### src/rtl/rv_pkg.sv
// Shared RV32I decode definitions: opcodes, op_class encodings and
// class-level helpers used by the decoder and immediate generator.
package rv_pkg;

  localparam int XLEN_DEFAULT = 32;
  localparam int REG_AW       = 5;

  localparam logic [6:0] OPC_LUI    = 7'b0110111;
  localparam logic [6:0] OPC_AUIPC  = 7'b0010111;
  localparam logic [6:0] OPC_JAL    = 7'b1101111;
  localparam logic [6:0] OPC_JALR   = 7'b1100111;
  localparam logic [6:0] OPC_BRANCH = 7'b1100011;
  localparam logic [6:0] OPC_LOAD   = 7'b0000011;
  localparam logic [6:0] OPC_STORE  = 7'b0100011;
  localparam logic [6:0] OPC_OP_IMM = 7'b0010011;
  localparam logic [6:0] OPC_OP     = 7'b0110011;
  localparam logic [6:0] OPC_SYSTEM = 7'b1110011;

  typedef enum logic [3:0] {
    CLS_ILLEGAL = 4'h0,
    CLS_LUI     = 4'h1,
    CLS_AUIPC   = 4'h2,
    CLS_JAL     = 4'h3,
    CLS_JALR    = 4'h4,
    CLS_BRANCH  = 4'h5,
    CLS_LOAD    = 4'h6,
    CLS_STORE   = 4'h7,
    CLS_OP_IMM  = 4'h8,
    CLS_OP      = 4'h9,
    CLS_SYSTEM  = 4'hA
  } op_class_t;

  function automatic op_class_t decode_class(input logic [31:0] instr);
    op_class_t cls;
    cls = CLS_ILLEGAL;
    if (instr[1:0] != 2'b11) begin
      cls = CLS_ILLEGAL;
    end else begin
      case (instr[6:0])
        OPC_LUI:    cls = CLS_LUI;
        OPC_AUIPC:  cls = CLS_AUIPC;
        OPC_JAL:    cls = CLS_JAL;
        OPC_JALR:   cls = CLS_JALR;
        OPC_BRANCH: cls = CLS_BRANCH;
        OPC_LOAD:   cls = CLS_LOAD;
        OPC_STORE:  cls = CLS_STORE;
        OPC_OP_IMM: cls = CLS_OP_IMM;
        OPC_OP:     cls = CLS_OP;
        OPC_SYSTEM: cls = CLS_SYSTEM;
        default:    cls = CLS_ILLEGAL;
      endcase
    end
    return cls;
  endfunction

  function automatic logic uses_rs1(input op_class_t cls);
    logic used;
    case (cls)
      CLS_LUI, CLS_AUIPC, CLS_JAL: used = 1'b0;
      default:                     used = 1'b1;
    endcase
    return used;
  endfunction

  function automatic logic uses_rs2(input op_class_t cls);
    logic used;
    case (cls)
      CLS_BRANCH, CLS_STORE, CLS_OP: used = 1'b1;
      default:                       used = 1'b0;
    endcase
    return used;
  endfunction

  function automatic logic writes_rd(input op_class_t cls);
    logic wr;
    case (cls)
      CLS_LUI, CLS_AUIPC, CLS_JAL, CLS_JALR,
      CLS_LOAD, CLS_OP_IMM, CLS_OP: wr = 1'b1;
      default:                      wr = 1'b0;
    endcase
    return wr;
  endfunction

endpackage

### src/rtl/imm_gen.sv
// Combinational immediate extraction for RV32I formats, sign-extended to XLEN.
module imm_gen
  import rv_pkg::*;
#(
  parameter int XLEN = XLEN_DEFAULT
) (
  input  logic [31:0]     i_instr,
  input  op_class_t       i_op_class,
  output logic [XLEN-1:0] o_imm
);

  logic signed [31:0] w_imm32;
  logic               w_unused_opcode;

  // Opcode bits are consumed by the class decode, not by any immediate format.
  assign w_unused_opcode = ^i_instr[6:0];

  // Select the immediate format for the decoded class.
  always_comb begin
    w_imm32 = 32'sd0;
    case (i_op_class)
      CLS_LUI, CLS_AUIPC:
        w_imm32 = {i_instr[31:12], 12'h000};
      CLS_JAL:
        w_imm32 = {{11{i_instr[31]}}, i_instr[31], i_instr[19:12], i_instr[20],
                   i_instr[30:21], 1'b0};
      CLS_JALR, CLS_LOAD, CLS_OP_IMM, CLS_SYSTEM:
        w_imm32 = {{20{i_instr[31]}}, i_instr[31:20]};
      CLS_STORE:
        w_imm32 = {{20{i_instr[31]}}, i_instr[31:25], i_instr[11:7]};
      CLS_BRANCH:
        w_imm32 = {{19{i_instr[31]}}, i_instr[31], i_instr[7], i_instr[30:25],
                   i_instr[11:8], 1'b0};
      default:
        w_imm32 = 32'sd0;
    endcase
  end

  assign o_imm = XLEN'(w_imm32);

endmodule

### src/rtl/inst_decode.sv
// RV32I decode stage: fetch/execute handshake, registered decode fields and
// a one-entry load-use hazard tracker that inserts a single bubble.
module inst_decode
  import rv_pkg::*;
#(
  parameter int XLEN = XLEN_DEFAULT
) (
  input  logic              clk,
  input  logic              rst,
  input  logic              flush,
  input  logic              in_valid,
  output logic              in_ready,
  input  logic [31:0]       in_instr,
  input  logic [XLEN-1:0]   in_pc,
  output logic [REG_AW-1:0] rs1_addr,
  output logic [REG_AW-1:0] rs2_addr,
  output logic              rf_rd_en,
  output logic              out_valid,
  input  logic              out_ready,
  output logic [XLEN-1:0]   out_pc,
  output logic [REG_AW-1:0] rd_addr,
  output logic              rd_we,
  output logic [XLEN-1:0]   imm,
  output logic [3:0]        op_class,
  output logic [2:0]        funct3,
  output logic              funct7b5,
  output logic              illegal
);

  op_class_t         w_class;
  logic [REG_AW-1:0] w_rd_field;
  logic [REG_AW-1:0] w_rd_addr;
  logic              w_rd_we;
  logic              w_illegal;
  logic              w_stall;
  logic              w_accept;
  logic [XLEN-1:0]   w_imm;

  logic              r_out_valid;
  logic [XLEN-1:0]   r_out_pc;
  logic [REG_AW-1:0] r_rd_addr;
  logic              r_rd_we;
  logic [XLEN-1:0]   r_imm;
  op_class_t         r_op_class;
  logic [2:0]        r_funct3;
  logic              r_funct7b5;
  logic              r_illegal;
  logic              r_pend_vld;
  logic [REG_AW-1:0] r_pend_rd;

  assign rs1_addr   = in_instr[19:15];
  assign rs2_addr   = in_instr[24:20];
  assign w_rd_field = in_instr[11:7];

  imm_gen #(.XLEN(XLEN)) u_imm_gen (
    .i_instr    (in_instr),
    .i_op_class (w_class),
    .o_imm      (w_imm)
  );

  // Decode the class, destination fields and load-use hazard against the pending load.
  always_comb begin
    w_class   = decode_class(in_instr);
    w_rd_addr = w_rd_field;
    if ((w_class == CLS_BRANCH) || (w_class == CLS_STORE)) begin
      w_rd_addr = '0;
    end else begin
      w_rd_addr = w_rd_field;
    end
    w_rd_we   = writes_rd(w_class) && (w_rd_field != 5'd0);
    w_illegal = (w_class == CLS_ILLEGAL);
    // pend_rd is never x0 while pend_vld is set, so x0 sources never stall.
    w_stall   = r_pend_vld && in_valid &&
                ((uses_rs1(w_class) && (rs1_addr == r_pend_rd)) ||
                 (uses_rs2(w_class) && (rs2_addr == r_pend_rd)));
  end

  assign in_ready = !rst && !flush && !w_stall && (!r_out_valid || out_ready);
  assign w_accept = in_valid && in_ready;
  assign rf_rd_en = w_accept;

  // Output register stage: loads on accept, holds under back-pressure.
  always_ff @(posedge clk) begin
    if (rst) begin
      r_out_valid <= 1'b0;
      r_out_pc    <= '0;
      r_rd_addr   <= '0;
      r_rd_we     <= 1'b0;
      r_imm       <= '0;
      r_op_class  <= CLS_ILLEGAL;
      r_funct3    <= 3'd0;
      r_funct7b5  <= 1'b0;
      r_illegal   <= 1'b0;
    end else begin
      if (flush) begin
        r_out_valid <= 1'b0;
      end else if (out_ready || !r_out_valid) begin
        r_out_valid <= w_accept;
      end
      if (w_accept) begin
        r_out_pc   <= in_pc;
        r_rd_addr  <= w_rd_addr;
        r_rd_we    <= w_rd_we;
        r_imm      <= w_imm;
        r_op_class <= w_class;
        r_funct3   <= in_instr[14:12];
        r_funct7b5 <= in_instr[30];
        r_illegal  <= w_illegal;
      end
    end
  end

  // Pending-load tracker: armed by an accepted load, retired once it moves on.
  always_ff @(posedge clk) begin
    if (rst || flush) begin
      r_pend_vld <= 1'b0;
      r_pend_rd  <= '0;
    end else if (w_accept) begin
      r_pend_vld <= (w_class == CLS_LOAD) && (w_rd_field != 5'd0);
      r_pend_rd  <= w_rd_field;
    end else if (out_ready) begin
      r_pend_vld <= 1'b0;
    end
  end

  assign out_valid = r_out_valid;
  assign out_pc    = r_out_pc;
  assign rd_addr   = r_rd_addr;
  assign rd_we     = r_rd_we;
  assign imm       = r_imm;
  assign op_class  = r_op_class;
  assign funct3    = r_funct3;
  assign funct7b5  = r_funct7b5;
  assign illegal   = r_illegal;

endmodule
### config.mk
export PLATFORM = sky130hd
export DESIGN_NAME = inst_decode
export DESIGN_NICKNAME = d
export VERILOG_FILES = /design/src/rtl/rv_pkg.sv /design/src/rtl/imm_gen.sv /design/src/rtl/inst_decode.sv
export SDC_FILE = /design/constraint.sdc
export NUM_CORES = 1
export LEC_CHECK = 0
export BUFFER_PORTS_ARGS = -buffer_cell sky130_fd_sc_hd__buf_2
export CAP_MARGIN = 20
export CORE_MARGIN = 5
export CORE_UTILIZATION = 43
export CTS_CLUSTER_DIAMETER = 60
export DETAILED_ROUTE_END_ITERATION = 8
export PLACE_DENSITY = 0.71
export SLEW_MARGIN = 30
export SYNTH_ARGS = -nofsm -noshare
export SYNTH_HDL_FRONTEND = slang
export SYNTH_SLANG_ARGS = --single-unit
### constraint.sdc
create_clock -name clk -period 6.13 [get_ports clk]
set_clock_uncertainty 0.15 [all_clocks]
set_input_delay 1.839 -clock clk [delete_from_list [all_inputs] [get_ports clk]]
set_output_delay 1.839 -clock clk [all_outputs]
set_load 0.02 [all_outputs]
==> flow_summary.ini, run 1 <==
[status]
status = complete, no violations

[global_route]
met1_usage_pct = 26.2
grt_usage_pct = 20.4
grt-ovfl-total = 0
grt.busiest_layer = met2
grt_max_degree = 72
antenna_found_initial = 0
grt_pass1_wl_mm = 20.6
grt_pass1_vias = 3901
use_met3_pct = 7.11
grt_use_met2_pct = 33.1

[floorplan]
io-pin-count = 161
fp.coreArea_sq_mm = 0.00982
initial_core_util_pct = 44.2
std_cell_rows = 36
dieArea_sq_mm = 0.0122
fp.dieW_microns = 110
die_h_microns = 110

[timing]
worst_pin_slew_ps = 869
period_minus_slack_ps = 5610
finalSetupViolations = 0
rsz0062_at_grt = no
slew_headroom_pct = 41.6
maxSlewViolCount = 0
fmax_mhz = 178
fin_crit_sh_pct = 91.5
hold_violations = 0
fin_tns_setup_ps = 0

[clocking]
cts_buffers = 9
cts_buffer_depth = 2
cts_num_sinks = 86
cts_tree = yes
cts-hold-fix-buffers = 0
clock-root-buffer = clkbuf_8
insertion_delay_ps = 370
post_cts_buffers = 0
clkTransAtPathRegs_ps = 90
cts_resized = 0
htreeDepth = 3

[logic_synthesis]
synth_edf_count = 0
ys_warn_count = 0
syn_inst = 468
syn-cell-area_sq_mm = 0.00434
synth.distinct_cells = 57
synth_seq_area_share_pct = 39.7
synth_ff_type = dfxtp_1
avgSynthCellArea_sq_um = 9.27
async_reset_ff_share_pct = 0
syn_nets = 537
synth_seq_cells = 86

[setup_path]
endpoint_kind = primary output
worstSetupPathType = input pin to primary output
path_delay_family = simple AND/OR/NAND/NOR gates
crit_fanout = 18
worstPathRequired_ps = 4140
slowest_stage = and3_1
cp_num_buf_inv = 2
slowest_delay_ps = 490
rr_worst_depth = 6
path_cells = buf_2, and4b_1, o21ai_2, and3_1, o21ai_0, and3_1, buf_2
reg2reg_slack_ps = 3450
r2r_end = out_pc[2]
start_kind = input pin
cp_data_arrival_time_ps = 3620
r2r_start = r_pend_rd[2]

[hold_path]
hold_depth = 2
hold_class = flip-flop to flip-flop
min_to = op_class[3]
min_from = op_class[3]

[run]
cap_violations = 0

[power_and_ir_drop]
p_leak_nw = 2.41
pwr_density_cell_mw_per_mm2 = 231
worst_ir_drop_vdd_v = 0.000127

[placed_design]
gp_congestion = 0.877
dpl.hpwl_mm = 9.50
io_buffers = 160
placed_cell_area_sq_mm = 0.00506

[route]
vias = 4031
wl_per_cell_microns = 17.4
route.detailed.drc = 0
drt_iter0_drc = 243
vias_per_cell = 5.47
routed_wl_mm = 12.8
drtPass1Iterations = 5
antenna_left = 0

[cells_and_area]
final_core_util_pct = 53.8
syn2layout_area_growth_pct = 21.7
drive_above_1_share_pct = 32.9
fin_area_sq_mm = 0.00528
nFillCells = 970
n_antenna_cell = 0
mostFrequentLayoutCells = buf_2, dfxtp_1, nor2b_1
final_common_cell = buf_2
finalNetCount = 668
cells in the mapped netlist, types with 2 or more instances:
cell | number | share of area (%)
dfxtp_1 | 86 | 40
nor2b_1 | 40 | 5.8
mux2_1 | 33 | 8.6
a31oi_1 | 31 | 4.5
nand2_1 | 30 | 2.6
a211oi_1 | 25 | 4.3
nand3_1 | 23 | 2.7
a21oi_1 | 17 | 2.0
buf_4 | 14 | 2.4
clkbuf_1 | 13 | 1.1
mux2i_1 | 13 | 3.0
nor2_1 | 12 | 1.0
buf_2 | 10 | 1.2
and3_1 | 9 | 1.3
inv_1 | 9 | 0.78
nor3_1 | 9 | 1.0
buf_6 | 7 | 1.8
nand4_1 | 7 | 1.0
o21ai_0 | 7 | 0.81
o31ai_1 | 6 | 1.0
xnor2_1 | 6 | 1.2
nand2b_1 | 5 | 0.72
a22oi_1 | 4 | 0.69
and3b_1 | 4 | 0.81
xor2_1 | 4 | 0.81
buf_1 | 3 | 0.26
mux2_2 | 3 | 0.78
nor4_1 | 3 | 0.43
o211ai_1 | 3 | 0.52
a31o_2 | 2 | 0.40
and4_1 | 2 | 0.40
nand3_4 | 2 | 0.81
o22ai_1 | 2 | 0.29
stage by stage:
step	hold slack, ps	worst slack (ps)	total power [W]	instances
after global placement	292	666	0.000802	721
after floorplan	321	1070	0.000737	468
after CTS	319	622	0.00123	737
final	314	521	0.00122	737
after detailed placement	305	637	0.000806	721
after global routing	339	415	0.00127	737
cells by family (layout without fill, tap and decap cells):
kind of cell / after synthesis / after routing / synth area share, %
AND/OR/NAND/NOR: 157 / 157 / 21.0
AO/OA/AOI/OAI: 108 / 108 / 17.2
flip-flops: 86 / 86 / 39.7
buffers and inverters: 58 / 194 / 7.73
multiplexers: 49 / 49 / 12.3
XOR/XNOR: 10 / 10 / 2.02
layer usage:
layer | wire length, microns | up-vias
li1 | - | 1958
met1 | 5580 | 1905
met2 | 6060 | 159
met3 | 1060 | 9
met4 | 108 | 0
met5 | 0 | -
registers in the layout (all words and copies together) (netlist names), 3 cells and up:
register	count
out_pc	32
rd_addr	5
funct3	3
op_class	4
imm	32
r_pend_rd	5
final cells by class:
class | instances | area [sq um] | share of cell area, %
timing repair buffer | 167 | 853 | 16.2
multi-input combinational | 324 | 2290 | 43.4
sequential | 86 | 1720 | 32.6
clock inverter | 6 | 68.8 | 1.30
clock buffer | 10 | 138 | 2.61
tap | 133 | 166 | 3.15
inverter | 11 | 41.3 | 0.782
worst reg2reg max path, cell delays in order, from the launching register on:
cell and delay, ps:
dfxtp_1 360, xor2_1 180, nor3_2 340, nand3_4 350, nand3_4 150, buf_4 600
mux2_2 440
how the worst max path moves through the flow:
stage | from | to | slack (ps) | cells after the start
floorplan | in_instr[4] | in_ready | 1070 | 7
global placement | in_instr[6] | in_ready | 670 | 7
detailed placement | in_instr[6] | in_ready | 640 | 7
CTS | in_instr[6] | in_ready | 620 | 7
global route | in_instr[6] | in_ready | 420 | 7
finish | in_instr[6] | in_ready | 520 | 7
power breakdown:
part	leakage [nW]	total [W]	internal, W	switching (W)
Combinational	1.60	0.000197	0.0000756	0.000121
Sequential	0.702	0.000597	0.000584	0.0000130
Clock	0.109	0.000427	0.000203	0.000224
Total	2.41	0.00122	0.000862	0.000358
No activity file was read; power rests on OpenSTA's default activity.
==> inputs of run 2 (changes only) <==
--- a/config.mk
+++ b/config.mk
@@ -18 +18,2 @@
 export SYNTH_SLANG_ARGS = --single-unit
+export TNS_END_PERCENT = 50
--- a/constraint.sdc
+++ b/constraint.sdc
@@ -4,2 +4,2 @@
 set_output_delay 1.839 -clock clk [all_outputs]
-set_load 0.02 [all_outputs]
+set_load 0.05 [all_outputs]
==> run 2 against run 1 <==
Compared with the run above: count of clock-buffer cells in the layout decreased by 1; sequential cell count stayed put; die area unchanged; first-iteration DRC count shrank 4.5%; clock power down 4%; cell count grew 0.14%; wire length decreased by 0.23%; largest power group unchanged.
==> flow_summary.ini, run 2 (synthesized netlist as in run 1, its figures left out) <==
[status]
status = complete, no violations

[placed_design]
dpl.hpwl_mm = 9.44
io_buffers = 160
placed_cell_area_sq_mm = 0.00507
gp_congestion = 0.881

[timing]
fmax_mhz = 178
period_minus_slack_ps = 5620
rsz0062_at_grt = no
worst_pin_slew_ps = 890
slew_headroom_pct = 40.2
fin_tns_setup_ps = 0
finalSetupViolations = 0
fin_crit_sh_pct = 91.7
maxSlewViolCount = 0
hold_violations = 0

[route]
vias = 4018
vias_per_cell = 5.44
route.detailed.drc = 0
antenna_left = 0
wl_per_cell_microns = 17.3
drtPass1Iterations = 4
drt_iter0_drc = 232
routed_wl_mm = 12.8

[power_and_ir_drop]
p_leak_nw = 2.41
switching_share_pct = 32.8
worst_ir_drop_vdd_v = 0.000127
p_total_w = 0.00126
p_seq_share_pct = 47.2
pwr-share-clk_pct = 32.3
pwr_density_cell_mw_per_mm2 = 239
internal_power_w = 0.000850
combPwrFrac_pct = 20.5
switchingPower_w = 0.000414

[setup_path]
worstSetupPathType = input pin to primary output
reg2reg_slack_ps = 3730
cp_data_arrival_time_ps = 3630
start_kind = input pin
crit_fanout = 18
endpoint_kind = primary output
worstPathRequired_ps = 4140

[floorplan]
die_h_microns = 110
std_cell_rows = 36
fp.dieW_microns = 110
initial_core_util_pct = 44.2
fp.coreArea_sq_mm = 0.00982
io-pin-count = 161
dieArea_sq_mm = 0.0122

[run]
cap_violations = 0

[clocking]
htreeDepth = 3
clock-root-buffer = clkbuf_8
cts_buffers = 9
insertion_delay_ps = 360
cts_buffer_depth = 2
cts_resized = 0
cts_tree = yes
cts-hold-fix-buffers = 0
clkTransAtPathRegs_ps = 80
cts_num_sinks = 86
post_cts_buffers = 0

[cells_and_area]
final_common_cell = buf_2
fin_area_sq_mm = 0.00528
drive_above_1_share_pct = 33.1
multi_input_area_sq_mm = 0.00229
n_antenna_cell = 0
final_core_util_pct = 53.8
syn2layout_area_growth_pct = 21.7
mostFrequentLayoutCells = buf_2, dfxtp_1, nor2b_1
finalNetCount = 669
nFillCells = 1018
regArea_sq_mm = 0.00172

[global_route]
grt_usage_pct = 20.1
grt_pass1_wl_mm = 20.2
antenna_found_initial = 0
grt_pass1_vias = 3945
grt_max_degree = 72
grt-ovfl-total = 0

[hold_path]
hold_class = flip-flop to flip-flop
[run 2: cell count changes in the layout (fill, tap and decap cells not counted)]
cell      change
clkinv_2      +1
buf_4         +1
clkinv_4      +1
clkbuf_8      -1
inv_6         -1
[run 2: path summary, 6_finish.rpt]
kind,start,end,depth (start not counted)
worst max-delay path,in_instr[6],in_ready,7
worst min-delay path,op_class[2],op_class[2],2
worst max register to register,r_pend_rd[0],out_pc[2],6
worst min register to register,op_class[2],op_class[2],2
[run 2: layer usage]
metal | GRT usage [%] | part of all wire (%) | vias up
met5 | 0 | 0 | -
met4 | 4.02 | 0.74 | 0
met3 | 6.78 | 8.9 | 7
met2 | 33.1 | 47 | 181
met1 | 25.6 | 43 | 1873
li1 | - | - | 1957
[run 2: power groups by stage]
stage / combinational, W / clock [W] / sequential (W)
after global routing: 0.000277 / 0.000441 / 0.000599
after CTS: 0.000260 / 0.000418 / 0.000596
after floorplan: 0.000109 / 0 / 0.000691
after detailed placement: 0.000260 / 0 / 0.000609
after global placement: 0.000257 / 0 / 0.000608
final: 0.000260 / 0.000408 / 0.000596
[run 2: worst max-delay path, cell delays in order]
cell and delay [ps]:
buf_2 210, and4b_1 270, o21ai_2 210, and3_1 500, o21ai_0 170, and3_1 230
buf_2 220
[run 2: final cells by class]
cell class	instances	area share, %
timing repair buffer	168	16.3
inverter	11	0.782
clock inverter	7	1.40
clock buffer	9	2.35
tap	133	3.15
multi-input combinational	324	43.4
sequential	86	32.6
[run 2: per-stage QoR]
step	instances	hold WS, ps	setup WS [ps]
2_1_floorplan	468	321	869
3_3_place_gp	722	293	608
3_5_place_dp	722	304	595
4_1_cts	738	317	577
5_1_grt	738	329	396
6_report	738	310	508
==> inputs of run 3 (changes only) <==
- GPL_TIMING_DRIVEN: not set -> 0
==> run 3 against run 2 <==
Compared with the run above: maximum frequency up 1.0%; global-route usage up 1.4 points; cell count up 5.0%; largest cell class unchanged; highest routed layer unchanged.
==> flow_summary.ini, run 3 (synthesized netlist as in run 1, its figures left out) <==
[status]
status = complete, no violations

[global_route]
grt-ovfl-total = 0
grt_usage_pct = 21.5
grt_max_degree = 16
grt_pass1_vias = 4280
antenna_found_initial = 0
grt_pass1_wl_mm = 21.6

[clocking]
clkTransAtPathRegs_ps = 90
cts_buffers = 9
htreeDepth = 3
cts_buffer_depth = 2
post_cts_buffers = 0
cts_tree = yes
insertion_delay_ps = 380
cts_num_sinks = 86
cts_resized = 0
cts-hold-fix-buffers = 0
clock-root-buffer = clkbuf_8

[cells_and_area]
instances_no_fill = 775
nFillCells = 952
regArea_sq_mm = 0.00172
multi_input_area_sq_mm = 0.00229
n_antenna_cell = 0
mostFrequentLayoutCells = buf_2, dfxtp_1, nor2b_1
fin_area_sq_mm = 0.00552
syn2layout_area_growth_pct = 27.2
drive_above_1_share_pct = 34.4
finalNetCount = 706
final_common_cell = buf_2

[setup_path]
path_cells = buf_2, buf_2, nor3b_2, o21ai_2, and3_1, buf_6, o21ai_0, and3_1, buf_2
worstSetupPathType = input pin to primary output
endpoint_kind = primary output
slowest_stage = buf_2
crit_fanout = 10
cp_data_arrival_time_ps = 3580
crit_path_frequent_cell = buf_2
worstPathRequired_ps = 4140
start_kind = input pin
slowest_delay_ps = 280
reg2reg_slack_ps = 3990

[route]
route.detailed.drc = 0
vias_per_cell = 5.50
drt_iter0_drc = 265
wl_per_cell_microns = 17.6
vias = 4259
routed_wl_mm = 13.6
antenna_left = 0
drtPass1Iterations = 5

[placed_design]
dpl.hpwl_mm = 10.6
preCtsSetupSlack_ps = 593
placedCellCount = 759
io_buffers = 158
gp_congestion = 0.845
placed_cell_area_sq_mm = 0.00530

[power_and_ir_drop]
pwr_density_cell_mw_per_mm2 = 241
p_leak_nw = 2.53
internal_power_w = 0.000900
worst_ir_drop_vdd_v = 0.000122
pwr-share-clk_pct = 34.5
p_seq_share_pct = 44.9
switching_share_pct = 32.3
combPwrFrac_pct = 20.6
switchingPower_w = 0.000429

[run]
cap_violations = 0

[timing]
fin_tns_setup_ps = 0
fin_crit_sh_pct = 90.8
fmax_mhz = 180
period_minus_slack_ps = 5570
rsz0062_at_grt = no
finalSetupViolations = 0
maxSlewViolCount = 0
slew_headroom_pct = 53.0
fin_ws_ps = 564
worst_pin_slew_ps = 705
hold_violations = 0

[floorplan]
io-pin-count = 161
fp.coreArea_sq_mm = 0.00982
initial_core_util_pct = 44.2
std_cell_rows = 36
die_h_microns = 110
fp.dieW_microns = 110
dieArea_sq_mm = 0.0122

[hold_path]
hold_class = flip-flop to flip-flop
run 3: area by class of cell:
class | instances | area share, %
Inverter | 11 | 0.748
Sequential cell | 86 | 31.2
Tap cell | 133 | 3.01
Timing Repair Buffer | 158 | 14.3
Buffer | 47 | 5.33
Clock inverter | 6 | 1.68
Multi-Input combinational cell | 324 | 41.4
Clock buffer | 10 | 2.31
run 3: per-stage QoR:
step	hold slack [ps]	utilization (%)	power [W]
6_report	314	56.2	0.00133
5_1_grt	344	56.2	0.00138
4_1_cts	321	56.2	0.00133
3_5_place_dp	309	53.9	0.000882
3_3_place_gp	293	53.9	0.000876
2_1_floorplan	321	-	0.000800
run 3: path summary, 6_finish.rpt:
kind                              startpoint          end  cells past startpoint
worst min-delay path             op_class[3]  op_class[3]                      2
worst min register to register   op_class[3]  op_class[3]                      2
worst max register to register  r_pend_rd[2]   out_pc[15]                      6
worst max-delay path             in_instr[4]     in_ready                      9
run 3: critical path, delay by kind of cell:
family	cells	cell delay, ps
compound gates	2	310
buf+inv	4	710
simple gates	3	710
run 3: layer usage:
metal | global-route usage (%) | routed length [microns] | vias up
li1 | - | - | 2034
met1 | 25.4 | 5590 | 1982
met2 | 35.0 | 6310 | 210
met5 | 0 | 0 | -
met3 | 8.64 | 1330 | 33
met4 | 7.88 | 389 | 0
run 3: power groups by stage:
stage	sequential, W	combinational [W]	clock [W]
3_3_place_gp	0.000608	0.000268	0
2_1_floorplan	0.000691	0.000109	0
6_report	0.000596	0.000274	0.000459
5_1_grt	0.000600	0.000291	0.000486
4_1_cts	0.000596	0.000274	0.000462
3_5_place_dp	0.000609	0.000273	0
